--- src/rtl/morse_keyer_pkg.sv ---
// Shared constants for the Morse keyer: code type fields, element/gap lengths
// in time units, and FSM state encodings.
package morse_keyer_pkg;

    localparam logic [2:0] TYPE_INVALID = 3'b000;
    localparam logic [2:0] TYPE_SPACE   = 3'b110;
    localparam logic [2:0] TYPE_ETX     = 3'b111;

    localparam logic [2:0] DOT        = 3'd1;
    localparam logic [2:0] DASH       = 3'd3;
    localparam logic [2:0] EL_GAP     = 3'd1;
    localparam logic [2:0] LETTER_GAP = 3'd3;
    localparam logic [2:0] WORD_GAP   = 3'd4;

    typedef enum logic [2:0] {
        S_IDLE,
        S_MARK,
        S_EL_GAP,
        S_LETTER_GAP,
        S_WORD_GAP
    } state_e;

    function automatic logic is_letter(input logic [2:0] code_type);
        return (code_type >= 3'b001) && (code_type <= 3'b101);
    endfunction

endpackage

--- src/rtl/morse_keyer_if.sv ---
// Code handshake and keyer status signals; the code source is the master,
// the keyer is the slave.
interface morse_keyer_if;
    logic [7:0] code_in;
    logic       code_valid;
    logic       code_ready;
    logic       key_out;
    logic       busy;
    logic       done;
    logic       err;

    modport master (
        output code_in, code_valid,
        input  code_ready, key_out, busy, done, err
    );

    modport slave (
        input  code_in, code_valid,
        output code_ready, key_out, busy, done, err
    );
endinterface

--- src/rtl/morse_unit_timer.sv ---
// Restartable prescaler: unit_tick_o is high in the last clock of every
// UNIT_CYCLES-long unit, counted from the most recent restart.
module morse_unit_timer #(
    parameter int UNIT_CYCLES = 5_000_000
) (
    input  logic clk,
    input  logic rst,
    input  logic restart_i,
    output logic unit_tick_o
);
    localparam int CW = (UNIT_CYCLES > 1) ? $clog2(UNIT_CYCLES) : 1;
    localparam logic [CW-1:0] LAST = CW'(UNIT_CYCLES - 1);

    logic [CW-1:0] cnt_q;
    logic [CW-1:0] cnt_d;

    always_comb begin
        cnt_d = cnt_q + CW'(1);
        if (restart_i || (cnt_q == LAST)) begin
            cnt_d = '0;
        end
    end

    always_ff @(posedge clk or posedge rst) begin
        if (rst) begin
            cnt_q <= '0;
        end else begin
            cnt_q <= cnt_d;
        end
    end

    assign unit_tick_o = (cnt_q == LAST) && !restart_i;

endmodule

--- src/rtl/morse_keyer.sv ---
// Morse keyer: accepts one code word per handshake and keys it out with
// standard dot/dash/gap timing derived from a restartable unit timebase.
module morse_keyer
    import morse_keyer_pkg::*;
#(
    parameter int UNIT_CYCLES = 5_000_000
) (
    input  logic          clk,
    input  logic          rst,
    morse_keyer_if.slave  bus
);
    state_e     state_q, state_d;
    logic [7:0] pat_q,   pat_d;
    logic [2:0] unit_q,  unit_d;
    logic [2:0] el_q,    el_d;
    logic       key_q,   key_d;
    logic       done_q,  done_d;
    logic       err_q,   err_d;

    logic       transfer;
    logic       unit_tick;
    logic [2:0] unit_target;
    logic       unit_last;
    logic [2:0] code_type;

    assign code_type = bus.code_in[7:5];
    assign transfer  = bus.code_valid && (state_q == S_IDLE);

    // Timebase phase is reset on every accepted code so durations are exact.
    morse_unit_timer #(
        .UNIT_CYCLES (UNIT_CYCLES)
    ) u_timer (
        .clk         (clk),
        .rst         (rst),
        .restart_i   (transfer),
        .unit_tick_o (unit_tick)
    );

    always_comb begin
        unit_target = DOT;
        case (state_q)
            S_MARK:       unit_target = pat_q[el_q] ? DASH : DOT;
            S_EL_GAP:     unit_target = EL_GAP;
            S_LETTER_GAP: unit_target = LETTER_GAP;
            S_WORD_GAP:   unit_target = WORD_GAP;
            default:      unit_target = DOT;
        endcase
    end

    assign unit_last = unit_tick && (unit_q == (unit_target - 3'd1));

    always_comb begin
        state_d = state_q;
        pat_d   = pat_q;
        unit_d  = unit_q;
        el_d    = el_q;
        done_d  = 1'b0;
        err_d   = 1'b0;

        if (state_q == S_IDLE) begin
            if (transfer) begin
                unit_d = '0;
                el_d   = '0;
                if (code_type == TYPE_INVALID) begin
                    err_d = 1'b1;
                end else if (code_type == TYPE_ETX) begin
                    done_d = 1'b1;
                end else if (code_type == TYPE_SPACE) begin
                    state_d = S_WORD_GAP;
                end else if (is_letter(code_type)) begin
                    pat_d   = {3'b000, bus.code_in[4:0]};
                    el_d    = code_type - 3'd1;
                    state_d = S_MARK;
                end
            end
        end else if (unit_tick) begin
            if (!unit_last) begin
                unit_d = unit_q + 3'd1;
            end else begin
                unit_d = '0;
                case (state_q)
                    S_MARK: begin
                        if (el_q == 3'd0) begin
                            state_d = S_LETTER_GAP;
                        end else begin
                            el_d    = el_q - 3'd1;
                            state_d = S_EL_GAP;
                        end
                    end
                    S_EL_GAP:     state_d = S_MARK;
                    S_LETTER_GAP: state_d = S_IDLE;
                    S_WORD_GAP:   state_d = S_IDLE;
                    default:      state_d = S_IDLE;
                endcase
            end
        end

        key_d = (state_d == S_MARK);
    end

    always_ff @(posedge clk or posedge rst) begin
        if (rst) begin
            state_q <= S_IDLE;
            pat_q   <= '0;
            unit_q  <= '0;
            el_q    <= '0;
            key_q   <= 1'b0;
            done_q  <= 1'b0;
            err_q   <= 1'b0;
        end else begin
            state_q <= state_d;
            pat_q   <= pat_d;
            unit_q  <= unit_d;
            el_q    <= el_d;
            key_q   <= key_d;
            done_q  <= done_d;
            err_q   <= err_d;
        end
    end

    assign bus.code_ready = (state_q == S_IDLE);
    assign bus.busy       = (state_q != S_IDLE);
    assign bus.key_out    = key_q;
    assign bus.done       = done_q;
    assign bus.err        = err_q;

endmodule

--- src/flat_wrapper.sv ---
// flat-port wrapper written by rule: the top's interface ports become plain ports
module morse_keyer_flat import morse_keyer_pkg::*;
#(
    parameter int UNIT_CYCLES = 5_000_000
)
  (clk, rst, bus_code_in, bus_code_valid, bus_code_ready, bus_key_out, bus_busy, bus_done, bus_err);
  morse_keyer_if bus_i ();
  input  logic clk;
  input  logic rst;
  input wire logic [$bits(bus_i.code_in)-1:0] bus_code_in;
  input wire logic [$bits(bus_i.code_valid)-1:0] bus_code_valid;
  output wire logic [$bits(bus_i.code_ready)-1:0] bus_code_ready;
  output wire logic [$bits(bus_i.key_out)-1:0] bus_key_out;
  output wire logic [$bits(bus_i.busy)-1:0] bus_busy;
  output wire logic [$bits(bus_i.done)-1:0] bus_done;
  output wire logic [$bits(bus_i.err)-1:0] bus_err;
  assign bus_i.code_in = bus_code_in;
  assign bus_i.code_valid = bus_code_valid;
  assign bus_code_ready = bus_i.code_ready;
  assign bus_key_out = bus_i.key_out;
  assign bus_busy = bus_i.busy;
  assign bus_done = bus_i.done;
  assign bus_err = bus_i.err;
  morse_keyer #(.UNIT_CYCLES(UNIT_CYCLES)) u_core (.clk(clk), .rst(rst), .bus(bus_i));
endmodule
--- config.mk ---
export PLATFORM = sky130hd
export DESIGN_NAME = morse_keyer_flat
export DESIGN_NICKNAME = d
export VERILOG_FILES = /design/src/rtl/morse_keyer_pkg.sv /design/src/rtl/morse_keyer_if.sv /design/src/rtl/morse_unit_timer.sv /design/src/rtl/morse_keyer.sv /design/src/flat_wrapper.sv
export SDC_FILE = /design/constraint.sdc
export NUM_CORES = 1
export LEC_CHECK = 0
export CAP_MARGIN = 20
export CORE_ASPECT_RATIO = 1.5
export CORE_MARGIN = 2
export CORE_UTILIZATION = 59
export CTS_CLUSTER_DIAMETER = 150
export DETAILED_ROUTE_END_ITERATION = 6
export PLACE_DENSITY = 0.8
export SETUP_SLACK_MARGIN = 0.05
export SKIP_CTS_REPAIR_TIMING = 1
export SYNTH_ARGS = -nofsm -noshare
export SYNTH_HDL_FRONTEND = slang
export SYNTH_SLANG_ARGS = --single-unit
--- constraint.sdc ---
create_clock -name clk -period 5.9 [get_ports clk]
set_clock_uncertainty 0.2 [all_clocks]
set_input_delay 0.59 -clock clk [delete_from_list [all_inputs] [get_ports clk]]
set_output_delay 0.59 -clock clk [all_outputs]
set_load 0.05 [all_outputs]
==> results.py <==
metrics = {
    "die": {
        "row_count": 27,
        "core_sq_um": 3716,
        "die_y_um": 80.49,
        "die_x_um": 54.99,
        "die_area_sq_um": 4426,
        "start_util_pct": 61.92,
        "io_pins": 16,
    },
    "sta": {
        "slew_viol_final": 0,
        "maxSlewHeadroom_pct": 49.74,
        "min_period_over_period_pct": 53.22,
        "setup_tns_ns": 0,
        "tightest_slew_ns": 0.7520,
        "rsz0062_at_grt": "no",
        "hold_violations": 0,
        "setup_viol": 0,
        "hold_ws_ns": 0.3097,
        "fmax_mhz": 318.5,
        "period_needed_ns": 3.140,
    },
    "cells_and_area": {
        "final_common_cell": "dfrtp_1",
        "final_nets": 270,
        "area_growth_pct": 11.58,
        "stdcell_area_sq_um": 2567,
        "n_antenna_cell": 0,
        "drive_above_1_share_pct": 10.40,
        "layout_common_cells": "dfrtp_1, nor2_1, xnor2_1",
    },
    "logic_synthesis": {
        "synth_nets": 255,
        "async_flop_share_pct": 100.0,
        "synth_edf_count": 0,
        "synth-xor-area-share_pct": 8.755,
        "yosysUniqueCellTypes": 49,
        "synthCells": 234,
        "yosysSeqAreaShare_pct": 43.50,
        "synth_top_family_by_area": "simple AND/OR/NAND/NOR gates",
        "ys_warn_count": 0,
        "synthAdderAreaFrac_pct": 5.438,
        "synth-simple-area-share_pct": 25.23,
        "ys_seq_elements": 40,
        "synth_compound_area_share_pct": 8.864,
        "netlist_area_sq_um": 2301,
        "syn_avg_cell_area_sq_um": 9.833,
        "ys.flop_type": "dfrtp_1",
        "synthMuxAreaShare_pct": 4.296,
    },
    "power": {
        "p_leak_nw": 1.122,
        "p_per_area_nw_per_um2": 189.9,
        "vdd_drop_max_uv": 174.1,
    },
    "clocking": {
        "path_clk_slew_ns": 0.08,
        "root_buffer": "clkbuf_8",
        "cts-htree-levels": 2,
        "clkSinkCount": 40,
        "clockBufferDepth": 2,
        "cts_tree": "yes",
        "insertion_delay_ns": 0.30,
        "cts_buffers": 5,
    },
    "setup_path": {
        "reg2reg_depth": 9,
        "r2r_slack_ns": 2.99,
        "crit_path_start": "u_core.state_q[1]$_DFF_PP0_",
        "cp-start-kind": "flop",
        "arrival_ns": 2.35,
        "crit_path_max_fanout": 14,
        "crit_path_end": "bus_code_ready",
        "r2r_start": "u_core.el_q[0]$_DFFE_PP0P_",
        "cp.required_ns": 5.11,
        "r2r_end": "u_core.el_q[0]$_DFFE_PP0P_",
        "endpoint_kind": "output port",
        "crit_type": "flop to output port",
    },
    "job": {
        "maxCapViolCount": 0,
    },
    "placed_design": {
        "placed_cell_area_sq_um": 2475,
        "numPortBuffers": 15,
        "hpwl_mm": 3.137,
        "globalplace.congestion": 0.7632,
    },
    "grt": {
        "grt_overflow": 0,
        "grt_usage_pct": 24.75,
        "antenna_found_initial": 0,
        "grt_max_degree": 41,
        "grt_pass1_vias": 1812,
        "grt_pass1_wl_mm": 7.893,
    },
    "detailed_routing": {
        "wl_mm": 4.585,
        "vias": 1773,
        "viasPerCell": 6.051,
        "drc_errors": 0,
        "detail_route.wl_per_cell_um": 15.65,
        "first_pass_iters": 4,
        "antenna_left": 0,
        "initialDrtViolationCount": 62,
    },
    "outcome": {
        "status": "completed",
    },
    "worst_hold_path": {
        "hold_class": "flop to flop",
    },
}
layer usage:
metal | GRT usage [%] | share of wire (%)
met3 | 4.647 | 2.9
met2 | 44.52 | 55
met5 | 0 | 0
met1 | 26.56 | 40
met4 | 10.98 | 1.9
kinds of logic after synthesis:
| group | after synthesis |
|---|---|
| buf+inv | 22 |
| simple gates | 105 |
| fa+ha+maj | 10 |
| mux | 8 |
| xor+xnor | 23 |
| flops | 40 |
| compound gates | 26 |
worst min path at each step:
stage / start / end / slack, ns / cells past startpoint
4_1_cts: u_core.pat_q[0]$_DFFE_PP0P_ / u_core.pat_q[0]$_DFFE_PP0P_ / 0.32 / 1
3_5_place_dp: u_core.pat_q[0]$_DFFE_PP0P_ / u_core.pat_q[0]$_DFFE_PP0P_ / 0.30 / 1
6_report: u_core.pat_q[3]$_DFFE_PP0P_ / u_core.pat_q[3]$_DFFE_PP0P_ / 0.31 / 1
5_1_grt: u_core.pat_q[2]$_DFFE_PP0P_ / u_core.pat_q[2]$_DFFE_PP0P_ / 0.33 / 1
3_3_place_gp: u_core.pat_q[3]$_DFFE_PP0P_ / u_core.pat_q[3]$_DFFE_PP0P_ / 0.28 / 1
2_1_floorplan: u_core.pat_q[2]$_DFFE_PP0P_ / u_core.pat_q[2]$_DFFE_PP0P_ / 0.27 / 1
state kept, by name, indices dropped and copies added (netlist names):
register              flops
u_core.pat_q              5
u_core.bus.key_out        1
u_core.u_timer.cnt_q     23
u_core.unit_q             3
u_core.bus.err            1
u_core.state_q            3
u_core.bus.done           1
u_core.el_q               3
worst max-delay path: stages, from the launching register on:
cell	delay [ns]
dfrtp_1	0.44
or3_1	0.52
inv_2	0.25
clkdlybuf4s50_1	0.85
where the power goes:
part | internal, mW | switching (mW) | total, mW
Clock | 0.0934 | 0.0982 | 0.192
Sequential | 0.274 | 0 | 0.274
Combinational | 0.00966 | 0.0124 | 0.0220
Total | 0.377 | 0.111 | 0.488
metrics by stage:
stage / cells / util [%] / setup WS, ns / power (mW)
after global routing: 293 / 69.09 / 2.662 / 0.5065
final: 293 / 69.09 / 2.760 / 0.4875
after CTS: 293 / 69.09 / 2.755 / 0.4928
after floorplan: 234 / - / 3.254 / 0.2909
after detailed placement: 285 / 66.60 / 2.892 / 0.3017
after global placement: 285 / 66.60 / 2.947 / 0.3015
synth_stat cells (5+ instances only):
cell	n	area [sq um]
xor2_1	5	43.79
nand3_1	12	60.06
mux2_2	5	56.30
nor4_1	7	43.79
nand4_1	7	43.79
dfrtp_1	40	1001
nor3_1	7	35.03
o21ai_0	6	30.03
nor2_1	32	120.1
nand2_1	10	37.54
ha_1	10	125.1
xnor2_1	18	157.7
inv_1	13	48.80
final cells by class:
class	count	area (sq um)
Fill cell	309	1149
Tap cell	43	53.80
Inverter	14	52.55
Clock inverter	2	10.01
Timing Repair Buffer	16	157.7
Clock buffer	6	82.58
Sequential cell	40	1001
Multi-Input combinational cell	172	1210
Power figures use the tool's default switching activity.
